<file path="src/rtl/pifo_dispatch_pkg.sv">
// Shared types and defaults for the PIFO bypass dispatcher: FSM state encoding,
// default info width and default checker-response timeout.
package pifo_dispatch_pkg;

  localparam int DEF_PIFO_INFO_WIDTH = 32;
  localparam int DEF_TIMEOUT_CYCLES  = 16;

  typedef enum logic [1:0] {
    IDLE = 2'd0,
    WAIT = 2'd1,
    BYP  = 2'd2,
    CAL  = 2'd3
  } disp_state_t;

endpackage

</file>
<file path="src/rtl/dispatch_stat_counter.sv">
// Saturating event counter, +1 per cycle with inc high, sticks at all-ones.
// Latency: count visible the cycle after the event; no backpressure.
module dispatch_stat_counter #(
  parameter int WIDTH = 32
) (
  input  logic             clk,
  input  logic             rstn,
  input  logic             inc,
  output logic [WIDTH-1:0] cnt
);

  always_ff @(posedge clk or negedge rstn) begin
    if (!rstn) begin
      cnt <= '0;
    end else if (inc && (cnt != '1)) begin
      cnt <= cnt + {{(WIDTH-1){1'b0}}, 1'b1};
    end
  end

endmodule

</file>
<file path="src/rtl/pifo_bypass_dispatcher.sv">
// Holds one PIFO info word, asks the bypass checker, then emits it on the bypass or calendar channel;
// min 2 cycles capture-to-output, upstream stalled while an item is in flight. Stats under DISPATCH_STATS_EN.
module pifo_bypass_dispatcher
  import pifo_dispatch_pkg::*;
#(
  parameter int PIFO_INFO_WIDTH = DEF_PIFO_INFO_WIDTH,
  parameter int TIMEOUT_CYCLES  = DEF_TIMEOUT_CYCLES
) (
  input  logic                       clk,
  input  logic                       rstn,
  input  logic                       s_axis_valid,
  input  logic [PIFO_INFO_WIDTH-1:0] s_axis_pifo_info,
  output logic                       s_axis_ready,
  output logic                       m_chk_valid,
  output logic [PIFO_INFO_WIDTH-1:0] m_chk_pifo_info,
  input  logic                       s_chk_valid,
  input  logic                       s_chk_bypass_en,
  output logic                       m_byp_valid,
  output logic [PIFO_INFO_WIDTH-1:0] m_byp_pifo_info,
  input  logic                       m_byp_ready,
  output logic                       m_cal_valid,
  output logic [PIFO_INFO_WIDTH-1:0] m_cal_pifo_info,
  input  logic                       m_cal_ready
`ifdef DISPATCH_STATS_EN
  ,
  output logic [31:0]                stat_bypass_cnt,
  output logic [31:0]                stat_enq_cnt,
  output logic [15:0]                stat_timeout_cnt
`endif
);

  localparam int CNT_W = $clog2(TIMEOUT_CYCLES + 1);

  disp_state_t                state_q, state_d;
  logic [PIFO_INFO_WIDTH-1:0] hold_q;
  logic [CNT_W-1:0]           tmo_q;
  logic                       run_q;
  logic                       accept;
  logic                       expire;

  // run_q keeps ready low while in reset and until the first edge after release
  assign s_axis_ready = run_q && (state_q == IDLE);
  assign accept       = s_axis_valid && s_axis_ready;
  assign expire       = (tmo_q == CNT_W'(TIMEOUT_CYCLES - 1));

  assign m_chk_valid     = (state_q == WAIT) && (tmo_q == '0);
  assign m_chk_pifo_info = hold_q;
  assign m_byp_valid     = (state_q == BYP);
  assign m_byp_pifo_info = hold_q;
  assign m_cal_valid     = (state_q == CAL);
  assign m_cal_pifo_info = hold_q;

  always_comb begin
    state_d = state_q;
    case (state_q)
      IDLE: if (accept) state_d = WAIT;
      // a response always beats expiry in the same cycle
      WAIT: begin
        if (s_chk_valid)  state_d = s_chk_bypass_en ? BYP : CAL;
        else if (expire)  state_d = CAL;
      end
      BYP:  if (m_byp_ready) state_d = IDLE;
      CAL:  if (m_cal_ready) state_d = IDLE;
      default: state_d = IDLE;
    endcase
  end

  always_ff @(posedge clk or negedge rstn) begin
    if (!rstn) begin
      state_q <= IDLE;
      hold_q  <= '0;
      tmo_q   <= '0;
      run_q   <= 1'b0;
    end else begin
      state_q <= state_d;
      run_q   <= 1'b1;
      if (accept) hold_q <= s_axis_pifo_info;
      if (state_q == WAIT) tmo_q <= tmo_q + CNT_W'(1);
      else                 tmo_q <= '0;
    end
  end

`ifdef DISPATCH_STATS_EN
  logic byp_hs, cal_hs, tmo_evt;

  assign byp_hs  = (state_q == BYP) && m_byp_ready;
  assign cal_hs  = (state_q == CAL) && m_cal_ready;
  assign tmo_evt = (state_q == WAIT) && !s_chk_valid && expire;

  dispatch_stat_counter #(.WIDTH(32)) u_byp_cnt (
    .clk(clk), .rstn(rstn), .inc(byp_hs), .cnt(stat_bypass_cnt)
  );
  dispatch_stat_counter #(.WIDTH(32)) u_enq_cnt (
    .clk(clk), .rstn(rstn), .inc(cal_hs), .cnt(stat_enq_cnt)
  );
  dispatch_stat_counter #(.WIDTH(16)) u_tmo_cnt (
    .clk(clk), .rstn(rstn), .inc(tmo_evt), .cnt(stat_timeout_cnt)
  );
`endif

endmodule

</file>
<file path="config.mk">
export PLATFORM = sky130hd
export DESIGN_NAME = pifo_bypass_dispatcher
export DESIGN_NICKNAME = d
export VERILOG_FILES = /design/src/rtl/pifo_dispatch_pkg.sv /design/src/rtl/dispatch_stat_counter.sv /design/src/rtl/pifo_bypass_dispatcher.sv
export SDC_FILE = /design/constraint.sdc
export NUM_CORES = 1
export LEC_CHECK = 0
export CAP_MARGIN = 20
export CORE_ASPECT_RATIO = 1.25
export CORE_MARGIN = 1
export CORE_UTILIZATION = 40
export DETAILED_ROUTE_END_ITERATION = 12
export GPL_TIMING_DRIVEN = 1
export PLACE_DENSITY = 0.91
export SETUP_SLACK_MARGIN = 0.15
export SLEW_MARGIN = 20
export SYNTH_ARGS = -nofsm -noshare
export SYNTH_HDL_FRONTEND = slang
export SYNTH_HIERARCHICAL = 1
export SYNTH_SLANG_ARGS = --single-unit
</file>
<file path="constraint.sdc">
create_clock -name clk -period 2.4 [get_ports clk]
set_input_delay 0.72 -clock clk [delete_from_list [all_inputs] [get_ports clk]]
set_output_delay 0.72 -clock clk [all_outputs]
set_load 0.03 [all_outputs]
</file>
# Word-level counts from Yosys, hierarchy flattened
# Cells that the tools add are included.
[op_classes]
add_sub_neg = 1
n_mul = 0
div = 0
order_cmp = 0
n_eq_ne = 8
shift = 0
mux = 8
bitwise_logic = 0
n_reduce_logical = 6
[op_table]
columns = ["cell", "n"]
rows = [
  ["2-bit 2-to-1 mux", 5],
  ["2-bit one-hot mux with 4 select lines", 1],
  ["5-bit by 1-bit adder with 5-bit output, second input constant", 1],
  ["5-bit by 4-bit equality test with 1-bit output, second input constant", 1],
  ["5-bit logical NOT", 1],
  ["5-bit 2-to-1 mux", 1],
  ["2-bit equality test, second input constant", 2],
  ["2-bit by 1-bit inequality test with 1-bit output, second input constant", 2],
  ["4-bit AND reduction", 1],
  ["1-bit logical AND", 3],
  ["3-bit inequality test, second input constant", 1],
  ["2-bit by 1-bit equality test with 1-bit output, second input constant", 1],
  ["2-bit logical NOT", 1],
  ["2-bit inequality test, second input constant", 1],
  ["1-bit 2-to-1 mux", 1],
]
[word_totals]
ff_bits = 40
latch_bits = 0
ram_bits = 0
mem_bits_ro = 0
in_bits = 39
output_inout_bits = 100
wordCells = 27
n_memories = 0

# Longest topological paths before layout
[depth]
word_depth = 5
depth_mapped = 5
depth_no_buf = 5

# Worst setup path before layout
# Ideal clock, no wire load.
[synth_timing]
kind = "register to output"
from = "register state_q[0]"
to = "output m_chk_valid"
arrival_ns = 1.674
t_required_ns = 1.680
slack_ns = 0.006
stages_incl_launch_ff = 3
path_buffers = 0
path_cell_list = "dfrtp_1 -> or2b_1 -> nor4_1"
[synth_via]
elab_chain_cells = 2
[synth_rtl]
columns = ["element", "line", "text"]
rows = [
  ["start, declared", "pifo_bypass_dispatcher.sv:34", "disp_state_t state_q, state_d;"],
  ["start signal, assigned", "pifo_bypass_dispatcher.sv:75", "state_q <= state_d;"],
  ["2-bit by 1-bit equality test with 1-bit output", "pifo_bypass_dispatcher.sv:46", "assign m_chk_valid = (state_q == WAIT) && (tmo_q == '0);"],
  ["1-bit logical AND", "pifo_bypass_dispatcher.sv:46", ""],
  ["end, declared", "pifo_bypass_dispatcher.sv:14", "output logic m_chk_valid,"],
]
# Every way passes these cells.

# Final worst setup path
[layout_timing]
from = "register state_q[1]"
to = "output m_chk_valid"
# The elaborated chain is that of the path after synthesis.

==> impl_metrics.ini <==
[outcome]
status = finished, final reports clean

[synth]
syn_area_mm2 = 0.00223
synth_common_cells = buf_4, dfrtp_1, mux2_4, inv_1, nor2_1
synth_seq_area_share = 0.450
synth.most_common_cell = buf_4
syn_area_per_cell_um2 = 13.0
yosysTopAreaCell = dfrtp_1
async_flop_share = 1.00
synth.area.top_cells = dfrtp_1, buf_4, mux2_4, buf_12, ha_1
syn_nets = 213
synth_edf_count = 0
synth_top_area_frac = 0.450
yosys_warnings = 6
synth_cell_types = 26
synth_flop_cell = dfrtp_1
ys_ff_latch = 40
syn_inst = 171

[detailed_routing]
dr.first_iter.drc_count = 33
wl_per_cell_um = 14.3
viasPerCell = 4.52
vias = 1450
drc_errors = 0
postRouteAntennaNets = 0
totalWireLength_um = 4600
first_pass_iters = 6

[final_layout]
drive_gt1_frac = 0.206
antennaDiodeCount = 0
syn_to_final_growth_pct = 48.6
nFillCells = 446
fin_nets = 298

[critical_path]
cp_max_fo = 5
endpoint_kind = output port
path_class = register to output port
cp.arrival_ns = 1.44
startpoint_type = register
required_ns = 1.68

[clock_tree]
clkLatencyLatePin_ns = 0.28
cts_tree = yes
cts.clk_slew.worst_paths_ns = 0.07
cts-htree-levels = 2
cts_sinks = 40
cts-root-buf = clkbuf_8
numCtsBuffers = 5
cts.path.max_buffers = 2

[placement]
hpwl_um = 3560
place.gp.congestion = 0.728
numPortBuffers = 138

[floorplan]
dieArea_mm2 = 0.00587
boundaryPins = 139
die_y_um = 85.4
initial_core_util = 0.412
rows = 30
die_x_um = 68.7
core_region_area_mm2 = 0.00541

[sta]
period_needed_ns = 2.16
max_freq_mhz = 464
final_hold_viol_count = 0
period_share = 0.898
setup_viol = 0
holdWs_ns = 0.381
clock_skew_ns = 0.00281
maxSlewViolCount = 0
tns_ns = 0
rsz0062_at_grt = no

[grt]
grt_max_degree = 22
grt_pass1_vias = 1449
antenna_found_initial = 0
grt_usage = 0.163
overflow = 0
grt_pass1_wl_um = 7080

[hold_path]
hold_class = primary input to async pin

[flow_run]
drv_cap = 0
-- sequential cells by signal (all words and copies together) (netlist names) --
name	cells
state_q	2
run_q	1
m_byp_pifo_info	32
tmo_q	5
-- routing by layer --
layer	wire length [um]	track usage	share of wire	vias up
li1	-	-	-	663
met1	1620	0.172	0.35	707
met2	2510	0.294	0.55	76
met3	431	0.0578	0.094	4
met4	34	0.0445	0.0074	0
met5	0	0	0	-
-- per-stage QoR --
step           instances  setup WS [ns]   util  area (um2)
2_1_floorplan        171          0.340      -        2230
3_3_place_gp         310          0.210  0.590        3190
3_5_place_dp         310          0.148  0.590        3190
4_1_cts              321          0.156  0.612        3310
5_1_grt              321          0.163  0.612        3310
6_report             321          0.245  0.612        3310
-- cell usage in the layout, fill, tap and decap left out, drive strengths merged, types with 2 or more instances in the layout --
master         count
inv                5
nand3b             2
mux2              32
clkbuf             8
nor2               4
dlygate4sd2        3
ha                 3
clkdlybuf4s50    133
buf               10
dfrtp             40
-- path summary, 6_finish.rpt --
| path | from | endpoint | slack [ns] | cells after the start |
|---|---|---|---|---|
| worst max-delay path | state_q[1] | m_chk_valid | 0.24 | 4 |
| worst min-delay path | rstn | m_byp_pifo_info[7] | 0.38 | 1 |
| worst max register to register | state_q[1] | m_byp_pifo_info[11] | 0.59 | 5 |
| worst min register to register | tmo_q[0] | tmo_q[0] | 0.51 | 1 |
| max in group asynchronous | rstn | m_byp_pifo_info[28] | 1.37 | 2 |
| min in group clk | tmo_q[0] | tmo_q[0] | 0.51 | 1 |
-- kinds of logic (layout without fill, tap and decap cells) --
logic type,Yosys count,count (layout),synth area share
buffers and inverters,73,159,0.255
AO/OA/AOI/OAI,2,2,0.00843
adder cells (fa/ha/maj),3,3,0.0169
flip-flops,40,40,0.450
XOR/XNOR,1,1,0.00394
other,1,1,0.00168
AND/OR/NAND/NOR,18,18,0.0495
multiplexers,33,33,0.215
-- worst max-delay path: stages, from the launching register on --
cell and delay, ns:
dfrtp_1 0.43, buf_6 0.14, or2b_4 0.26, nor4_2 0.13, buf_4 0.19
-- final cells by class --
class,instances,area [um2],area share
Timing Repair Buffer,146,1430,0.434
Inverter,5,18.8,0.00568
Multi-Input combinational cell,58,683,0.207
Sequential cell,40,1000,0.303
Clock buffer,8,90.1,0.0272
Tap cell,64,80.1,0.0242
-- what timing repair did --
item | in CTS | in global routing
pin swaps | 0 | 1
hold buffers | 0 | 0
resized for setup | 5 | 0
setup buffers | 3 | 0
setup endpoints to repair | 4 | 1
Power is not shown: default switching activity piles up to over one toggle a cycle in this logic, so the estimate is an artifact.
